--- src/rtl/fetch_pkg.sv ---
// Shared fetch/decode definitions: widths, fetch FSM states, buffer entry
// layout and the base opcodes that the main control decoder keys on.
package fetch_pkg;

    localparam int XLEN = 32;
    localparam int ILEN = 32;
    localparam logic [XLEN-1:0] RESET_PC_DEF = 32'h0000_0000;

    typedef enum logic {
        IDLE = 1'b0,
        WAIT = 1'b1
    } fetch_state_e;

    typedef struct packed {
        logic [XLEN-1:0] pc;
        logic [ILEN-1:0] instr;
    } fetch_entry_t;

    localparam logic [6:0] OP_R      = 7'b0110011;
    localparam logic [6:0] OP_I      = 7'b0010011;
    localparam logic [6:0] OP_LOAD   = 7'b0000011;
    localparam logic [6:0] OP_STORE  = 7'b0100011;
    localparam logic [6:0] OP_BRANCH = 7'b1100011;
    localparam logic [6:0] OP_JAL    = 7'b1101111;
    localparam logic [6:0] OP_JALR   = 7'b1100111;

    function automatic logic [6:0] opcode_of(input logic [ILEN-1:0] instr);
        return instr[6:0];
    endfunction

endpackage

--- src/rtl/fetch_buffer.sv ---
// Two-entry {pc, instr} FIFO between the instruction memory response and
// decode. Flush wins over push/pop; simultaneous push and pop keep count.
module fetch_buffer #(
    parameter int PC_W = 32,
    parameter int I_W  = 32
) (
    input  logic            clk,
    input  logic            reset,
    input  logic            flush,
    input  logic            push,
    input  logic            pop,
    input  logic [PC_W-1:0] push_pc,
    input  logic [I_W-1:0]  push_instr,
    output logic [PC_W-1:0] head_pc,
    output logic [I_W-1:0]  head_instr,
    output logic [1:0]      count
);

    logic [PC_W-1:0] pc_mem_q [2];
    logic [PC_W-1:0] pc_mem_d [2];
    logic [I_W-1:0]  instr_mem_q [2];
    logic [I_W-1:0]  instr_mem_d [2];
    logic            rd_ptr_q, rd_ptr_d;
    logic            wr_ptr_q, wr_ptr_d;
    logic [1:0]      count_q, count_d;

    always_comb begin
        pc_mem_d    = pc_mem_q;
        instr_mem_d = instr_mem_q;
        rd_ptr_d    = rd_ptr_q;
        wr_ptr_d    = wr_ptr_q;
        count_d     = count_q;
        if (flush) begin
            rd_ptr_d = 1'b0;
            wr_ptr_d = 1'b0;
            count_d  = 2'd0;
        end else begin
            if (push) begin
                pc_mem_d[wr_ptr_q]    = push_pc;
                instr_mem_d[wr_ptr_q] = push_instr;
                wr_ptr_d              = ~wr_ptr_q;
            end
            if (pop) begin
                rd_ptr_d = ~rd_ptr_q;
            end
            case ({push, pop})
                2'b10:   count_d = count_q + 2'd1;
                2'b01:   count_d = count_q - 2'd1;
                default: count_d = count_q;
            endcase
        end
    end

    // NOTE: the storage is reset on purpose so the head outputs read zero out of
    // reset; a deep RAM would normally be left unreset.
    always_ff @(posedge clk or posedge reset) begin
        if (reset) begin
            for (int i = 0; i < 2; i++) begin
                pc_mem_q[i]    <= '0;
                instr_mem_q[i] <= '0;
            end
            rd_ptr_q <= 1'b0;
            wr_ptr_q <= 1'b0;
            count_q  <= 2'd0;
        end else begin
            pc_mem_q    <= pc_mem_d;
            instr_mem_q <= instr_mem_d;
            rd_ptr_q    <= rd_ptr_d;
            wr_ptr_q    <= wr_ptr_d;
            count_q     <= count_d;
        end
    end

    assign head_pc    = pc_mem_q[rd_ptr_q];
    assign head_instr = instr_mem_q[rd_ptr_q];
    assign count      = count_q;

endmodule

--- src/rtl/instr_fetch.sv ---
// Fetch stage: owns the PC, issues reads to a 1-cycle-latency instruction
// memory and hands {pc, instr, opcode} to decode through valid/ready.
module instr_fetch
    import fetch_pkg::*;
#(
    parameter int              XLEN     = fetch_pkg::XLEN,
    parameter logic [XLEN-1:0] RESET_PC = XLEN'(RESET_PC_DEF)
) (
    input  logic            clk,
    input  logic            reset,
    output logic            imem_req,
    output logic [XLEN-1:0] imem_addr,
    input  logic [31:0]     imem_rdata,
    input  logic            redirect_valid,
    input  logic [XLEN-1:0] redirect_pc,
    output logic            out_valid,
    input  logic            out_ready,
    output logic [XLEN-1:0] out_pc,
    output logic [31:0]     out_instr,
    output logic [6:0]      out_opcode
);

    fetch_state_e    state_q, state_d;
    logic [XLEN-1:0] pc_q, pc_d;
    logic [XLEN-1:0] req_pc_q, req_pc_d;

    logic [1:0] count;
    logic       issue;
    logic       pop;
    logic       push;
    logic [2:0] in_flight;
    logic       redirect_lsb_unused;

    assign redirect_lsb_unused = ^redirect_pc[1:0];

    fetch_buffer #(
        .PC_W (XLEN),
        .I_W  (32)
    ) u_buffer (
        .clk        (clk),
        .reset      (reset),
        .flush      (redirect_valid),
        .push       (push),
        .pop        (pop),
        .push_pc    (req_pc_q),
        .push_instr (imem_rdata),
        .head_pc    (out_pc),
        .head_instr (out_instr),
        .count      (count)
    );

    // NOTE: sequential state uses non-blocking assignments only; every next
    // value is computed in always_comb with a default first, so no latches.
    always_ff @(posedge clk or posedge reset) begin
        if (reset) begin
            state_q  <= IDLE;
            pc_q     <= RESET_PC;
            req_pc_q <= RESET_PC;
        end else begin
            state_q  <= state_d;
            pc_q     <= pc_d;
            req_pc_q <= req_pc_d;
        end
    end

    always_comb begin
        state_d  = issue ? WAIT : IDLE;
        pc_d     = pc_q;
        req_pc_d = req_pc_q;
        if (redirect_valid) begin
            pc_d = {redirect_pc[XLEN-1:2], 2'b00};
        end else if (issue) begin
            pc_d     = pc_q + XLEN'(4);
            req_pc_d = pc_q;
        end
    end

    // Buffered entries plus the outstanding read must never exceed two slots.
    always_comb begin
        in_flight  = {1'b0, count} + {2'b00, state_q == WAIT};
        out_valid  = (count != 2'd0) && !redirect_valid;
        pop        = out_valid && out_ready;
        push       = (state_q == WAIT) && !redirect_valid;
        issue      = !reset && !redirect_valid && ((in_flight < 3'd2) || pop);
        imem_req   = issue;
        imem_addr  = pc_q;
        out_opcode = opcode_of(out_instr);
    end

endmodule

--- config.mk ---
export PLATFORM = sky130hd
export DESIGN_NAME = instr_fetch
export DESIGN_NICKNAME = d
export VERILOG_FILES = /design/src/rtl/fetch_pkg.sv /design/src/rtl/fetch_buffer.sv /design/src/rtl/instr_fetch.sv
export SDC_FILE = /design/constraint.sdc
export NUM_CORES = 1
export LEC_CHECK = 0
export ABC_AREA = 1
export CAP_MARGIN = 5
export CORE_UTILIZATION = 55
export CTS_CLUSTER_DIAMETER = 120
export DETAILED_ROUTE_END_ITERATION = 6
export PLACE_DENSITY_LB_ADDON = 0.08
export SLEW_MARGIN = 40
export SYNTH_ARGS = -nofsm -noshare
export SYNTH_HDL_FRONTEND = slang
export SYNTH_SLANG_ARGS = --single-unit
--- constraint.sdc ---
create_clock -name clk -period 9.9 [get_ports clk]
set_input_delay 1.485 -clock clk [delete_from_list [all_inputs] [get_ports clk]]
set_output_delay 1.485 -clock clk [all_outputs]
set_load 0.01 [all_outputs]
Word level (Yosys, flattened, before mapping)
Index checks and enable logic that the tools add are counted.

Bits of input ports: 68. Word-level logic and storage cells: 60. Register bits after elaboration: 197. Output and inout port bits: 105.

Reductions and logical operators: 16. Order comparisons: 4. Muxes and demuxes: 19. Equal/unequal tests: 2. Bitwise gates (word level): 5. $add $sub $neg: 4.

Operators by type and width (number): $mux 32 (9); $bwmux 64 (2); $add 32x3->32 const B (1); $demux 32 s1 (1); $reduce_bool 2->1 (4); $logic_and 1x1->1 (6); $mux 1 (5); $ge 2x2->1 const B (2); $not 1->2 (2); $pmux 2 s2 (1); $reduce_and 2->1 (2); $add 2x1->3 (1); $lt 3x2->1 const B (1); $not 1->1 (3); $reduce_bool 3->1 (1); $add 2x1->2 const B (1); $eq 2x1->1 const B (1); $eq 2x2->1 const B (1); $logic_not 1->1 (2); $lt 2x1->1 const B (1); $mux 2 (1); $sub 2x1->2 const B (1); $logic_or 1x1->1 (1).

Longest topological paths before layout
Word-level depth: 7. Mapped depth: 10. Gate-level depth less buffers: 9.

By module
Synthesis repeated with hierarchy kept, for this count alone.

Cell total of the unflattened synthesis: 1109. Area total of the unflattened synthesis: 9354.0 sq um.

Modules (own cells, without submodules): fetch_buffer (cells an instance 580, area each 5685.5 sq um, instances 1, seq. area each 3303.2 sq um); instr_fetch (cells an instance 529, area each 3668.5 sq um, instances 1, seq. area each 1526.5 sq um).

Worst setup path before layout
OpenSTA, ideal clock, no wires.

Path type: input -> output. From: input redirect_valid. To: output imem_req. Required time: 8415 ps. Arrival: 2180 ps. Stages: 7. Slack: 6235 ps. Path buffers: 2. Path through: buf_4 inv_4 nand3_4 nand2_2 nand2_4 inv_4 buf_6.

Word-level cells in the longest chain between the ends: 5. Elaborated cells on any way between the ends: 6. Classes of those cells: 6 x reduce/logical.

RTL lines: start, declared (line instr_fetch.sv:14) `input logic redirect_valid,`; $logic_not 1->1 (*) (line instr_fetch.sv:81, instr_fetch.sv:84); $logic_and 1x1->1 (line instr_fetch.sv:81) `out_valid = (count != 2'd0) && !redirect_valid;`; $logic_and 1x1->1 (line instr_fetch.sv:82) `pop = out_valid && out_ready;`; $logic_or 1x1->1 (line instr_fetch.sv:84) `issue = !reset && !redirect_valid && ((in_flight < 3'd2) || pop);`; $logic_and 1x1->1 (*) (line instr_fetch.sv:84); end, declared (line instr_fetch.sv:11) `output logic imem_req,`.

Every way passes the cells marked *; elsewhere a longest branch is shown, timed or not.

Final worst setup path
Ends and elaborated chain as after synthesis.

==> flow_metrics.py <==
metrics = {
    "clock_tree": {
        "cts_tree": "yes",
        "cts_buffer_depth": 2,
        "h-tree-depth": 4,
        "clk_latency_ps": 430,
        "cts_buffers": 17,
        "root_buffer": "clkbuf_16",
        "cts_hold_buf": 0,
        "cts.repair.resized": 0,
        "post_cts_buffers": 0,
        "cts.clk_slew.worst_paths_ps": 60,
        "cts.sinks": 189,
    },
    "global_route": {
        "grt_use_met2": 0.3861,
        "grt_pass1_vias": 6688,
        "grtUsageTotal": 0.2455,
        "grt_pass1_wl_mm": 32.33,
        "grt-busiest-layer": "met2",
        "grt_remaining_overflow": 0,
        "antenna_found_initial": 0,
        "grt_max_degree": 125,
        "grt_use_met1": 0.3411,
        "gr-usage-met3": 0.04838,
    },
    "pwr": {
        "leakage_nw": 5.348,
        "powerDensity_nw_per_um2": 280.0,
        "vdd_drop_max_uv": 147.9,
    },
    "route": {
        "wirelength_mm": 19.80,
        "dr.first_iter.drc_count": 494,
        "vias": 7197,
        "wire_per_inst_um": 14.02,
        "viasPerCell": 5.097,
        "drc": 0,
        "first_pass_iters": 5,
        "antenna_left": 0,
    },
    "sta": {
        "slew-limit-headroom": 0.4498,
        "fmax_mhz": 175.9,
        "period_minus_slack_ps": 5686,
        "worst-slew-pin-transition_ps": 825.3,
        "rsz0062_at_grt": "false",
        "fin_worst_skew_ps": 5.786,
        "hold_viol_final": 0,
        "fin_setup_tns_ps": 0,
        "setup_viol": 0,
        "finalCritPeriodShare": 0.5744,
        "whs_ps": 477.7,
        "slew_viol_final": 0,
    },
    "synthesis": {
        "synth_cell_type_count": 29,
        "yosysSeqAreaShare": 0.5228,
        "netlist_instances": 1052,
        "avgSynthCellArea_um2": 8.599,
        "yosys-top-cells-area": "dfrtp_1, nand2_1, o21ai_0",
        "syn_area_um2": 9046,
        "yosysWarnings": 0,
        "yosys.area.top_type": "dfrtp_1",
        "yosys_register_bits": 189,
        "synth_top_area_share": 0.5228,
    },
    "critical_path": {
        "critPathRequiredTime_ps": 8420,
        "critPathMaxStageDelay_ps": 620,
        "crit_fanout": 82,
        "critical_path_class": "in -> out",
        "startpoint_type": "input port",
        "reg2reg_from": "u_buffer.count[0]",
        "cp.arrival_ps": 4200,
        "cp_cell_sequence": "clkdlybuf4s50_1 > buf_4 > inv_4 > nand3_4 > nand2_2 > nand2_8 > inv_4 > clkdlybuf4s50_1",
        "end_kind": "output pin",
        "crit_start": "redirect_valid",
        "crit_slowest_cell": "clkdlybuf4s50_1",
    },
    "layout": {
        "areaGrowthSynthToFinish_pct": 25.42,
        "drive_above_1_share": 0.1104,
        "postLayoutCoreUtil": 0.7117,
        "nNetsFinal": 1252,
        "diodes": 0,
    },
    "die": {
        "fp.dieArea_um2": 16970,
        "fp-row-count": 46,
        "die_x_um": 130.3,
        "die_h_um": 130.3,
        "start_util": 0.5674,
        "core_area_um2": 15940,
        "io_pins": 173,
    },
    "status": {
        "outcome": "finished, final reports clean",
    },
    "job": {
        "maxCapViolCount": 0,
    },
    "placement": {
        "dp_hpwl_mm": 12.85,
        "portBuffers": 166,
        "gp_congestion": 0.8412,
    },
    "hold_path": {
        "hold_path.class": "reg -> reg",
        "worstHoldStart": "u_buffer.pc_mem_q[44]",
    },
}
[routing by layer]
metal / part of all wire / wire length [um]
met4: 0.016 / 324
met1: 0.47 / 9307
met5: 0 / 0
met2: 0.45 / 9008
met3: 0.059 / 1160
[sequential cells by signal, summed over array words and instances (netlist names)]
register / count
imem_addr: 30
req_pc_q: 30
u_buffer.pc_mem_q: 60
u_buffer.wr_ptr_q: 1
u_buffer.rd_ptr_q: 1
u_buffer.instr_mem_q: 64
state_q: 1
u_buffer.count: 2
[Yosys cell counts]
library cell  instances
a21boi_0              1
a21oi_1               8
and2_1                2
buf_2                27
buf_4                15
buf_6                 4
clkbuf_1             17
conb_1                1
dfrtp_1             189
ha_1                  1
inv_1               112
inv_2                 4
inv_4                 2
mux2_2               62
nand2_1             295
nand2_2               6
nand2_4               3
nand3_1              77
nand3_2               2
nand3_4               1
nand3b_1              1
nor2_1               36
nor2_2                6
nor2_4                6
o211ai_1              1
o21ai_0             140
o21ai_1              29
xnor2_1               1
xor2_1                3
[cells in the final DEF, fill, tap and decap left out, types with 17 or more instances in the layout]
cell type / synthesis / final
o21ai_0: 140 / 140
clkdlybuf4s50_1: 0 / 166
mux2_2: 62 / 62
inv_1: 112 / 111
nand3_1: 77 / 77
clkbuf_16: 0 / 17
nand2_1: 295 / 295
dfrtp_1: 189 / 188
nor2_1: 36 / 36
o21ai_1: 29 / 29
[critical path, delay by kind of cell]
| family | cells | cell delay [ps] |
|---|---|---|
| buffers and inverters | 5 | 2060 |
| and+or+nand+nor | 3 | 550 |
[final timing paths]
kind	slack (ps)	endpoint	cells past startpoint
max	4210	imem_req	8
min reg2reg	480	u_buffer.pc_mem_q[44]	2
min in group asynchronous	1590	imem_addr[7]	2
min	480	u_buffer.pc_mem_q[44]	2
max reg2reg	7930	imem_addr[2]	9
max in group asynchronous	7110	u_buffer.rd_ptr_q	3
[through the flow]
step | std cells | cell area, um2 | worst slack [ps] | total power, mW
4_1_cts | 1412 | 11340 | 4017 | 3.199
3_5_place_dp | 1380 | 10730 | 4021 | 2.491
6_report | 1412 | 11350 | 4214 | 3.177
5_1_grt | 1412 | 11350 | 4039 | 3.399
3_3_place_gp | 1379 | 10690 | 4048 | 2.445
2_1_floorplan | 1055 | 9057 | 3273 | 1.964
[area by class of cell]
cell class	count	area, um2
Sequential cell	189	4731
Fill cell	1274	4597
Multi-Input combinational cell	685	3547
Timing Repair Buffer	172	1727
Clock buffer	21	480.5
Inverter	118	460.4
Tap cell	216	270.3
Clock inverter	11	130.1
[cells by family after synthesis]
family	after synthesis	share of synthesized area
muxes	62	0.07718
and+or+nand+nor	435	0.2058
xor gates and xnor gates	4	0.003873
AOI/OAI and AO/OA	179	0.09959
DFF	189	0.5228
buffers and inverters	181	0.08893
other	1	0.0004145
adders and majority gates	1	0.001383
[power breakdown]
group,switching (mW),leakage [nW],internal [mW]
combinational,0.545,2.65,0.638
clock,0.295,0.289,0.401
sequential,0.198,2.41,1.10
Power figures use the tool's default switching activity.
